===== src/rtl/lcd_bus_arbiter_pkg.sv =====
`default_nettype none
// lcd_bus_arbiter_pkg: bus FSM states, idle pin levels and default strobe timing.
// Revision: 1.0
package lcd_bus_arbiter_pkg;

  typedef enum logic [1:0] {
    IDLE   = 2'd0,
    SETUP  = 2'd1,
    STROBE = 2'd2,
    HOLD   = 2'd3
  } bus_state_t;

  localparam logic CS_IDLE = 1'b1;
  localparam logic WR_IDLE = 1'b1;
  localparam logic RD_IDLE = 1'b1;
  localparam logic RS_IDLE = 1'b1;
  localparam logic OE_IDLE = 1'b1;

  localparam int DEF_DW         = 16;
  localparam int DEF_SETUP_CYC  = 1;
  localparam int DEF_STROBE_CYC = 1;
  localparam int DEF_HOLD_CYC   = 1;
  localparam int DEF_MAX_BURST  = 854;

  function automatic int max3(input int a, input int b, input int c);
    int m;
    m = (a > b) ? a : b;
    return (m > c) ? m : c;
  endfunction

endpackage
`default_nettype wire


===== src/rtl/lcd_bus_arbiter_if.sv =====
`default_nettype none
// lcd_bus_arbiter_if: command/pixel handshakes and LCD pins; LCD_RD_EN adds the read path.
// Revision: 1.0
interface lcd_bus_arbiter_if #(
  parameter int DW = 16
);
  logic          cmd_valid;
  logic          cmd_ready;
  logic          cmd_rs;
  logic [DW-1:0] cmd_data;
  logic          pix_valid;
  logic          pix_ready;
  logic [DW-1:0] pix_data;
  logic          pix_last;
  logic [DW-1:0] lcd_data;
  logic          cs;
  logic          rs;
  logic          wr;
  logic          rd;
`ifdef LCD_RD_EN
  logic          cmd_rnw;
  logic [DW-1:0] lcd_din;
  logic          lcd_oe;
  logic [DW-1:0] rd_data;
  logic          rd_valid;
`endif

  modport master (
    output cmd_valid, cmd_rs, cmd_data, pix_valid, pix_data, pix_last,
`ifdef LCD_RD_EN
    output cmd_rnw, lcd_din,
    input  lcd_oe, rd_data, rd_valid,
`endif
    input  cmd_ready, pix_ready, lcd_data, cs, rs, wr, rd
  );

  modport slave (
    input  cmd_valid, cmd_rs, cmd_data, pix_valid, pix_data, pix_last,
`ifdef LCD_RD_EN
    input  cmd_rnw, lcd_din,
    output lcd_oe, rd_data, rd_valid,
`endif
    output cmd_ready, pix_ready, lcd_data, cs, rs, wr, rd
  );

endinterface
`default_nettype wire


===== src/rtl/lcd_bus_arbiter_phase_timer.sv =====
`default_nettype none
// lcd_bus_arbiter_phase_timer: per-state cycle counter, loaded on state entry, flags the last cycle.
// Revision: 1.0
module lcd_bus_arbiter_phase_timer #(
  parameter int CW = 2
) (
  input  logic          clk,
  input  logic          reset,
  input  logic          load,
  input  logic [CW-1:0] load_val,
  output logic          last
);

  logic [CW-1:0] remain;

  // Saturates at zero so a state that outlives its count just keeps flagging last.
  always_ff @(posedge clk) begin
    if (!reset) begin
      remain <= '0;
    end else if (load) begin
      remain <= load_val - 1'b1;
    end else if (remain != '0) begin
      remain <= remain - 1'b1;
    end
  end

  assign last = (remain == '0);

endmodule
`default_nettype wire


===== src/rtl/lcd_bus_arbiter.sv =====
`default_nettype none
// lcd_bus_arbiter: shares an 8080 LCD bus between a command port and a locked pixel stream.
// Revision: 1.0 -- define LCD_RD_EN to add command read cycles.
module lcd_bus_arbiter
  import lcd_bus_arbiter_pkg::*;
#(
  parameter int DW         = DEF_DW,
  parameter int SETUP_CYC  = DEF_SETUP_CYC,
  parameter int STROBE_CYC = DEF_STROBE_CYC,
  parameter int HOLD_CYC   = DEF_HOLD_CYC,
  parameter int MAX_BURST  = DEF_MAX_BURST
) (
  input  logic             clk,
  input  logic             reset,
  lcd_bus_arbiter_if.slave bus
);

  localparam int TW = $clog2(max3(SETUP_CYC, STROBE_CYC, HOLD_CYC) + 1);
  localparam int BW = $clog2(MAX_BURST + 1);
  localparam logic [TW-1:0] SETUP_LD  = TW'(SETUP_CYC);
  localparam logic [TW-1:0] STROBE_LD = TW'(STROBE_CYC);
  localparam logic [TW-1:0] HOLD_LD   = TW'(HOLD_CYC);
  localparam logic [BW-1:0] BURST_END = BW'(MAX_BURST - 1);

  bus_state_t    state, state_nx;
  logic          t_load, t_last;
  logic [TW-1:0] t_val;
  logic          cmd_ready_q, pix_ready_q, cmd_ready_nx, pix_ready_nx;
  logic          cmd_hs, pix_hs;
  logic          lock_q;
  logic [BW-1:0] burst_q;
  logic          cs_q, wr_q, rs_q, wr_nx;
  logic [DW-1:0] data_q;

  assign cmd_hs = (state == IDLE) && cmd_ready_q && bus.cmd_valid;
  assign pix_hs = (state == IDLE) && pix_ready_q && bus.pix_valid;

  lcd_bus_arbiter_phase_timer #(.CW(TW)) u_timer (
    .clk      (clk),
    .reset    (reset),
    .load     (t_load),
    .load_val (t_val),
    .last     (t_last)
  );

  always_ff @(posedge clk) begin
    if (!reset) begin
      state       <= IDLE;
      cmd_ready_q <= 1'b0;
      pix_ready_q <= 1'b0;
    end else begin
      state       <= state_nx;
      cmd_ready_q <= cmd_ready_nx;
      pix_ready_q <= pix_ready_nx;
    end
  end

  always_comb begin
    state_nx     = state;
    t_load       = 1'b0;
    t_val        = SETUP_LD;
    cmd_ready_nx = 1'b0;
    pix_ready_nx = 1'b0;
    case (state)
      IDLE: if (cmd_hs || pix_hs) begin
        state_nx = SETUP;
        t_load   = 1'b1;
        t_val    = SETUP_LD;
      end
      SETUP: if (t_last) begin
        state_nx = STROBE;
        t_load   = 1'b1;
        t_val    = STROBE_LD;
      end
      STROBE: if (t_last) begin
        state_nx = HOLD;
        t_load   = 1'b1;
        t_val    = HOLD_LD;
      end
      HOLD: if (t_last) state_nx = IDLE;
      default: state_nx = IDLE;
    endcase
    // Grant for the coming idle cycle; a held lock shuts the command port out.
    if (state_nx == IDLE) begin
      if (lock_q) begin
        pix_ready_nx = bus.pix_valid;
      end else if (bus.cmd_valid) begin
        cmd_ready_nx = 1'b1;
      end else begin
        pix_ready_nx = bus.pix_valid;
      end
    end
  end

  always_ff @(posedge clk) begin
    if (!reset) begin
      lock_q  <= 1'b0;
      burst_q <= '0;
    end else if (pix_hs) begin
      if (bus.pix_last || (burst_q == BURST_END)) begin
        lock_q  <= 1'b0;
        burst_q <= '0;
      end else begin
        lock_q  <= 1'b1;
        burst_q <= burst_q + 1'b1;
      end
    end
  end

  always_ff @(posedge clk) begin
    if (!reset) begin
      data_q <= '0;
      rs_q   <= RS_IDLE;
    end else if (cmd_hs) begin
      data_q <= bus.cmd_data;
      rs_q   <= bus.cmd_rs;
    end else if (pix_hs) begin
      data_q <= bus.pix_data;
      rs_q   <= 1'b1;
    end
  end

`ifdef LCD_RD_EN
  logic          rnw_q, rnw_nx, rd_q, rd_nx, oe_q, rd_valid_q, sample;
  logic [DW-1:0] rd_data_q;

  assign rnw_nx = (state == IDLE) ? (cmd_hs && bus.cmd_rnw) : rnw_q;
  assign wr_nx  = !((state_nx == STROBE) && !rnw_nx);
  assign rd_nx  = !((state_nx == STROBE) && rnw_nx);
  assign sample = (state == STROBE) && t_last && rnw_q;

  always_ff @(posedge clk) begin
    if (!reset) begin
      rnw_q      <= 1'b0;
      rd_q       <= RD_IDLE;
      oe_q       <= OE_IDLE;
      rd_valid_q <= 1'b0;
      rd_data_q  <= '0;
    end else begin
      rnw_q      <= rnw_nx;
      rd_q       <= rd_nx;
      oe_q       <= !(rnw_nx && (state_nx != IDLE));
      rd_valid_q <= sample;
      if (sample) rd_data_q <= bus.lcd_din;
    end
  end

  assign bus.rd       = rd_q;
  assign bus.lcd_oe   = oe_q;
  assign bus.rd_valid = rd_valid_q;
  assign bus.rd_data  = rd_data_q;
`else
  assign wr_nx  = (state_nx != STROBE);
  assign bus.rd = RD_IDLE;
`endif

  always_ff @(posedge clk) begin
    if (!reset) begin
      cs_q <= CS_IDLE;
      wr_q <= WR_IDLE;
    end else begin
      cs_q <= (state_nx == IDLE);
      wr_q <= wr_nx;
    end
  end

  assign bus.cs        = cs_q;
  assign bus.wr        = wr_q;
  assign bus.rs        = rs_q;
  assign bus.lcd_data  = data_q;
  assign bus.cmd_ready = cmd_ready_q;
  assign bus.pix_ready = pix_ready_q;

endmodule
`default_nettype wire


===== src/flat_wrapper.sv =====
// flat-port wrapper written by rule: the top's interface ports become plain ports
module lcd_bus_arbiter_flat import lcd_bus_arbiter_pkg::*;
#(
  parameter int DW         = DEF_DW,
  parameter int SETUP_CYC  = DEF_SETUP_CYC,
  parameter int STROBE_CYC = DEF_STROBE_CYC,
  parameter int HOLD_CYC   = DEF_HOLD_CYC,
  parameter int MAX_BURST  = DEF_MAX_BURST
)
  (clk, reset, bus_cmd_valid, bus_cmd_rs, bus_cmd_data, bus_pix_valid, bus_pix_data, bus_pix_last, bus_cmd_ready, bus_pix_ready, bus_lcd_data, bus_cs, bus_rs, bus_wr, bus_rd);
  lcd_bus_arbiter_if #(.DW(DW)) bus_i ();
  input  logic clk;
  input  logic reset;
  input wire logic [$bits(bus_i.cmd_valid)-1:0] bus_cmd_valid;
  input wire logic [$bits(bus_i.cmd_rs)-1:0] bus_cmd_rs;
  input wire logic [$bits(bus_i.cmd_data)-1:0] bus_cmd_data;
  input wire logic [$bits(bus_i.pix_valid)-1:0] bus_pix_valid;
  input wire logic [$bits(bus_i.pix_data)-1:0] bus_pix_data;
  input wire logic [$bits(bus_i.pix_last)-1:0] bus_pix_last;
  output wire logic [$bits(bus_i.cmd_ready)-1:0] bus_cmd_ready;
  output wire logic [$bits(bus_i.pix_ready)-1:0] bus_pix_ready;
  output wire logic [$bits(bus_i.lcd_data)-1:0] bus_lcd_data;
  output wire logic [$bits(bus_i.cs)-1:0] bus_cs;
  output wire logic [$bits(bus_i.rs)-1:0] bus_rs;
  output wire logic [$bits(bus_i.wr)-1:0] bus_wr;
  output wire logic [$bits(bus_i.rd)-1:0] bus_rd;
  assign bus_i.cmd_valid = bus_cmd_valid;
  assign bus_i.cmd_rs = bus_cmd_rs;
  assign bus_i.cmd_data = bus_cmd_data;
  assign bus_i.pix_valid = bus_pix_valid;
  assign bus_i.pix_data = bus_pix_data;
  assign bus_i.pix_last = bus_pix_last;
  assign bus_cmd_ready = bus_i.cmd_ready;
  assign bus_pix_ready = bus_i.pix_ready;
  assign bus_lcd_data = bus_i.lcd_data;
  assign bus_cs = bus_i.cs;
  assign bus_rs = bus_i.rs;
  assign bus_wr = bus_i.wr;
  assign bus_rd = bus_i.rd;
  lcd_bus_arbiter #(.DW(DW), .SETUP_CYC(SETUP_CYC), .STROBE_CYC(STROBE_CYC), .HOLD_CYC(HOLD_CYC), .MAX_BURST(MAX_BURST)) u_core (.clk(clk), .reset(reset), .bus(bus_i));
endmodule

===== config.mk =====
export PLATFORM = sky130hd
export DESIGN_NAME = lcd_bus_arbiter_flat
export DESIGN_NICKNAME = d
export VERILOG_FILES = /design/src/rtl/lcd_bus_arbiter_pkg.sv /design/src/rtl/lcd_bus_arbiter_if.sv /design/src/rtl/lcd_bus_arbiter_phase_timer.sv /design/src/rtl/lcd_bus_arbiter.sv /design/src/flat_wrapper.sv
export SDC_FILE = /design/constraint.sdc
export NUM_CORES = 1
export LEC_CHECK = 0
export ABC_AREA = 1
export BUFFER_PORTS_ARGS = -buffer_cell sky130_fd_sc_hd__buf_2
export CAP_MARGIN = 20
export CELL_PAD_IN_SITES_DETAIL_PLACEMENT = 1
export CELL_PAD_IN_SITES_GLOBAL_PLACEMENT = 1
export CORE_MARGIN = 2
export CORE_UTILIZATION = 31
export DETAILED_ROUTE_END_ITERATION = 12
export PLACE_DENSITY = 0.75
export SYNTH_ARGS = -nofsm -noshare
export SYNTH_HDL_FRONTEND = slang
export SYNTH_SLANG_ARGS = --single-unit

===== constraint.sdc =====
create_clock -name clk -period 1.25 [get_ports clk]
set_input_delay 0.25 -clock clk [delete_from_list [all_inputs] [get_ports clk]]
set_output_delay 0.25 -clock clk [all_outputs]
set_load 0.1 [all_outputs]

Word level (Yosys, flattened, before mapping)
Cells that the tools add are included.
- register bits: 35
- bits in read-only memories: 0
- bits in latches: 0
- memories kept: 0
- input port bits: 38
- output and inout port bits: 22
- RAM bits: 0
- word-level logic and storage cells: 50
- $mul: 0
- $add $sub $neg: 2
- shift-type cells: 0
- $lt $le $gt $ge: 0
- equality and inequality tests: 5
- divide/modulo/power cells: 0
- reductions and logical operators: 13
- muxes and demuxes: 17
- bitwise gates (word level): 3
- operators by type and width (cell ; number):
    two-way mux 16 bit ; 2
    adder 10 x 1 -> 10 bit (second input constant) ; 1
    == test 10 bit (second input constant) ; 1
    two-way mux 10 bit ; 1
    two-way mux 1 bit ; 8
    two-way mux 2 bit ; 4
    case mux 2 bit (4 select lines) ; 1
    OR reduction 3 bit ; 2
    == test 2 bit (second input constant) ; 2
    logical AND 1 bit ; 4
    logical NOT 2 bit ; 2
    NOT 1 bit ; 3
    == test 2 x 1 -> 1 bit (second input constant) ; 1
    logical OR 1 bit ; 2
    != test 2 bit (second input constant) ; 1
    case mux 1 bit (2 select lines) ; 1
    AND reduction 2 bit ; 1
    nonzero test 2 bit ; 1
    OR reduction 2 bit ; 1
    subtractor 1 bit (second input constant) ; 1

Logic depth before layout (Yosys ltp)
- depth after elaboration: 9
- mapped depth: 8
- mapped depth without buffers: 8

Hierarchy
From an unflattened synthesis, not the netlist that was laid out.
- cell total of the unflattened synthesis: 253
- area, all modules: 1771.7 um2
- modules (own cells, without submodules) (module ; cells each ; seq. area each (um2) ; instances ; area an instance (um2)):
    lcd_bus_arbiter ; 249 ; 680.7 ; 1 ; 1737.9
    lcd_bus_arbiter_phase_timer ; 4 ; 20.0 ; 1 ; 33.8

Worst setup path after synthesis
OpenSTA, ideal clock, no wires.
- kind: reg-to-reg
- start point: register u_core.pix_ready_q (netlist: u_core.bus.pix_ready)
- end point: register u_core.cs_q (netlist: u_core.bus.cs)
- period minus slack after synthesis: 1.814 ns
- slack: -0.564 ns
- data arrival time: 1.697 ns
- path buffers: 0
- setup time: 0.117 ns
- stages on the path, launching flop included: 7
- path through: dfxtp_1 -> nand3_2 -> nand2_2 -> o21ai_1 -> and2_2 -> nor2_4 -> nor2_1
- word-level cells in the longest chain between the ends: 6
- RTL lines (item ; line ; RTL):
    start, declared ; lcd_bus_arbiter.sv:28 ; logic cmd_ready_q, pix_ready_q, cmd_ready_nx, pix_ready_nx;
    start signal, assigned ; lcd_bus_arbiter.sv:54 ; pix_ready_q <= pix_ready_nx;
    logical AND 1 bit (2 in a row) ; lcd_bus_arbiter.sv:36 ; assign pix_hs = (state == IDLE) && pix_ready_q && bus.pix_valid;
    logical OR 1 bit ; lcd_bus_arbiter.sv:65 ; IDLE: if (cmd_hs || pix_hs) begin
    two-way mux 2 bit ; lcd_bus_arbiter.sv:65 ;
    case mux 2 bit (4 select lines) ; lcd_bus_arbiter.sv:64 ; case (state)
    logical NOT 2 bit ; lcd_bus_arbiter.sv:162 ; cs_q <= (state_nx == IDLE);
    end signal, assigned ; lcd_bus_arbiter.sv:162 ;
    end, declared ; lcd_bus_arbiter.sv:32 ; logic cs_q, wr_q, rs_q, wr_nx;
Every way passes these cells.
A chain may end at the register's enable or synchronous reset.

Final worst setup path
- start point: register u_core.state[0]
- end point: register u_core.cs_q (netlist: u_core.bus.cs)
- word-level cells in the longest chain between the ends: 7
- elaborated cells between the ends (all ways): 15
- classes of those cells: eq/ne (3); mux (5); reduce/logical (7)
- RTL lines (item ; line ; RTL):
    start, declared ; lcd_bus_arbiter.sv:25 ; bus_state_t state, state_nx;
    start signal, assigned ; lcd_bus_arbiter.sv:52 ; state <= state_nx;
    logical NOT 2 bit ; lcd_bus_arbiter.sv:35, lcd_bus_arbiter.sv:36, lcd_bus_arbiter.sv:64 ;
    logical AND 1 bit (on tied branches) (2 in a row) ; lcd_bus_arbiter.sv:35, lcd_bus_arbiter.sv:36 ;
    logical OR 1 bit ; lcd_bus_arbiter.sv:65 ;
    two-way mux 2 bit ; lcd_bus_arbiter.sv:65 ;
    case mux 2 bit (4 select lines) (*) ; lcd_bus_arbiter.sv:64 ;
    logical NOT 2 bit (*) ; lcd_bus_arbiter.sv:162 ;
Every way passes the cells marked *; elsewhere a longest branch is shown, timed or not.

==> impl_metrics.ini <==
[run_status]
outcome = finished with violations
violations = negative setup slack

[grt]
overflow = 0
grt.met3_usage = 0.04545
track_usage = 0.2025
antenna_found_initial = 0
grt_busiest_layer = met2
use_met1 = 0.2159
grt_pass1_vias = 2075
use_met2 = 0.3932
grt_max_degree = 22
grt_pass1_wl_mm = 9.804

[place]
globalplace.congestion = 0.8013
io_buffers = 58
dp_cells = 369
placedInstanceArea_sq_um = 2596
hpwl_mm = 4.089

[floorplan]
die-height_um = 78.77
dieWidth_um = 78.77
start_util = 0.3186
die_area_sq_um = 6204
core-area_sq_um = 5439
num_io_pins = 60
rows = 27

[logic_synthesis]
avgSynthCellArea_sq_um = 7.502
syn-num-nets = 276
ys_seq_area_frac = 0.4043
synth_cell_types = 31
syn_inst = 231
synth_area_sq_um = 1733
synth_area_leaders = dfxtp_1, nand2_1, o21ai_0
synth_top_area_share = 0.4043
synth_area_leader_cell = dfxtp_1
synth-warning-count = 0
synth-seq-cells = 35

[clocking]
clockRootBuffer = clkbuf_8
postCtsHoldBufs = 0
cts_sinks = 35
cts_made_buffers = 5
clk_latency_ns = 0.29
clk_pin_slew_ns = 0.07
tritoncts = done
cts_max_path_buffers = 2
htree_levels = 2

[critical_path]
crit_arrival_ns = 1.55
reg2reg_depth = 8
slowest_stage = dfxtp_2
worstPathRequired_ns = 1.47
critical_path.top_delay_family = simple AND/OR/NAND/NOR gates
path_buf_inv = 1
path_max_fanout = 4
worst-path-stages = 8
criticalPathCategory = reg -> reg
critPathLaunchType = flop
crit_chain = inv_4, ha_4, nand3_4, nand2_4, o21ai_4, and2_4, nor2_4, nor2_1
end_kind = flop
cpPeakStageDelay_ns = 0.37

[sta]
fin_crit_sh = 1.064
finalHoldViolCount = 0
setup_ws_ns = -0.08059
fin_skew_ns = 0.008387
setup_violations = 30
fin_crit_ns = 1.331
final.setup.tns_ns = -1.175
rsz0062_at_grt = true
holdWs_ns = 0.1875
slew_viol_final = 0
max_freq_mhz = 751.5

[drt]
num_vias = 1914
wirelength_mm = 6.237
drt_iter0_drc = 67
viasPerCell = 4.984
drtPass1Iterations = 4
ant_nets = 0
wl_per_cell_um = 16.24
drc_errors = 0

[hold_path]
holdPathStages = 3
min_path_type = in -> reg

[layout]
drive_gt1_frac = 0.5128
largest_reg_flops = 16
syn_to_final_growth_pct = 73.00
diodes = 0
instances_no_fill = 384
finish.instance_area_sq_um = 2998
nets = 356

[power]
ir_drop_v = 0.0006894
p_total_uw = 3317
powerDensity_nw_per_um2 = 1107
leakagePower_uw = 0.001197

[flow_run]
max-cap-violations = 0
worst paths after layout:
| kind | startpoint | to | slack [ns] |
|---|---|---|---|
| max | u_core.state[0] | u_core.bus.cs | -0.08 |
| min | bus_cmd_rs | u_core.bus.rs | 0.19 |
| max reg2reg | u_core.state[0] | u_core.bus.cs | -0.08 |
| min reg2reg | u_core.lock_q | u_core.lock_q | 0.49 |
layout make-up:
class / instances / area [sq um]
Fill cell: 639 / 2441
Inverter: 15 / 73.82
Clock inverter: 1 / 5.005
Clock buffer: 7 / 76.32
Sequential cell: 35 / 733.2
Multi-Input combinational cell: 173 / 1150
Timing Repair Buffer: 81 / 869.6
Tap cell: 72 / 90.09
layer usage:
layer	wire length (um)	up-vias
met5	0	-
met2	3519	38
li1	-	940
met1	2404	923
met4	113	0
met3	199	13
repair_timing:
item                                    CTS  global route
endpoints found under the setup margin   32            33
pin swaps                                11             3
setup buffers                             2             1
resized for setup                        29            47
hold endpoints to repair                  0             0
cloned                                    1             3
logic make-up after synthesis:
logic type	count (synthesis)	share of synthesized area
buf+inv	25	0.07148
other cells	2	0.004334
compound gates	67	0.1978
fa+ha+maj	7	0.05054
simple gates	93	0.2614
flops	35	0.4043
xor+xnor	2	0.01011
where the power goes:
part | internal (uW) | total (uW) | switching (uW)
combinational | 470 | 1230 | 755
sequential | 1200 | 1290 | 87.9
clock | 391 | 806 | 415
total | 2060 | 3320 | 1260
worst min-delay path: stages:
cell and delay (ns):
buf_2 0.08, o22ai_1 0.07, nand2_1 0.05
synth_stat cells:
| library cell | count |
|---|---|
| nand2_1 | 52 |
| o21ai_0 | 36 |
| dfxtp_1 | 35 |
| a21oi_1 | 27 |
| inv_1 | 13 |
| nand3_1 | 13 |
| nor2_1 | 9 |
| ha_1 | 7 |
| nand3_2 | 4 |
| nand4_1 | 4 |
| buf_6 | 3 |
| clkbuf_1 | 3 |
| buf_2 | 2 |
| conb_1 | 2 |
| nand2_2 | 2 |
| nor2_2 | 2 |
| nor3_1 | 2 |
| xor2_1 | 2 |
| a21o_1 | 1 |
| a21oi_2 | 1 |
| and2_2 | 1 |
| buf_4 | 1 |
| clkbuf_2 | 1 |
| clkinv_1 | 1 |
| inv_2 | 1 |
| nand3b_1 | 1 |
| nand4_2 | 1 |
| nor2_4 | 1 |
| nor2_8 | 1 |
| o21ai_1 | 1 |
| o22ai_1 | 1 |
through the flow:
stage	setup slack (ns)	utilization
after floorplan	-0.01779	-
after global placement	-0.06681	0.4773
after detailed placement	-0.1471	0.4773
after CTS	-0.06378	0.5148
after global routing	-0.1627	0.5512
final	-0.08059	0.5512
layout by cell type, fill, tap and decap left out, types with 2 or more instances in the layout:
cell type   n
a21oi_1    18
a21oi_2     9
buf_12     24
buf_2      37
buf_4      13
buf_6       5
clkbuf_1    2
clkbuf_16   2
clkbuf_8    5
conb_1      2
dfxtp_1    13
dfxtp_2    20
dfxtp_4     2
ha_1        3
ha_4        3
inv_1       9
inv_2       2
inv_4       2
nand2_1    49
nand2_2     3
nand2_4     2
nand3_1     9
nand3_2     5
nand3_4     4
nand4_1     4
nor2_1      7
nor2_2      3
nor2_4      3
nor3_2      2
o21ai_0    14
o21ai_1    16
o21ai_2     5
o21ai_4     2
xor2_1      2
Note: power is estimated with default switching activity, not from simulation.
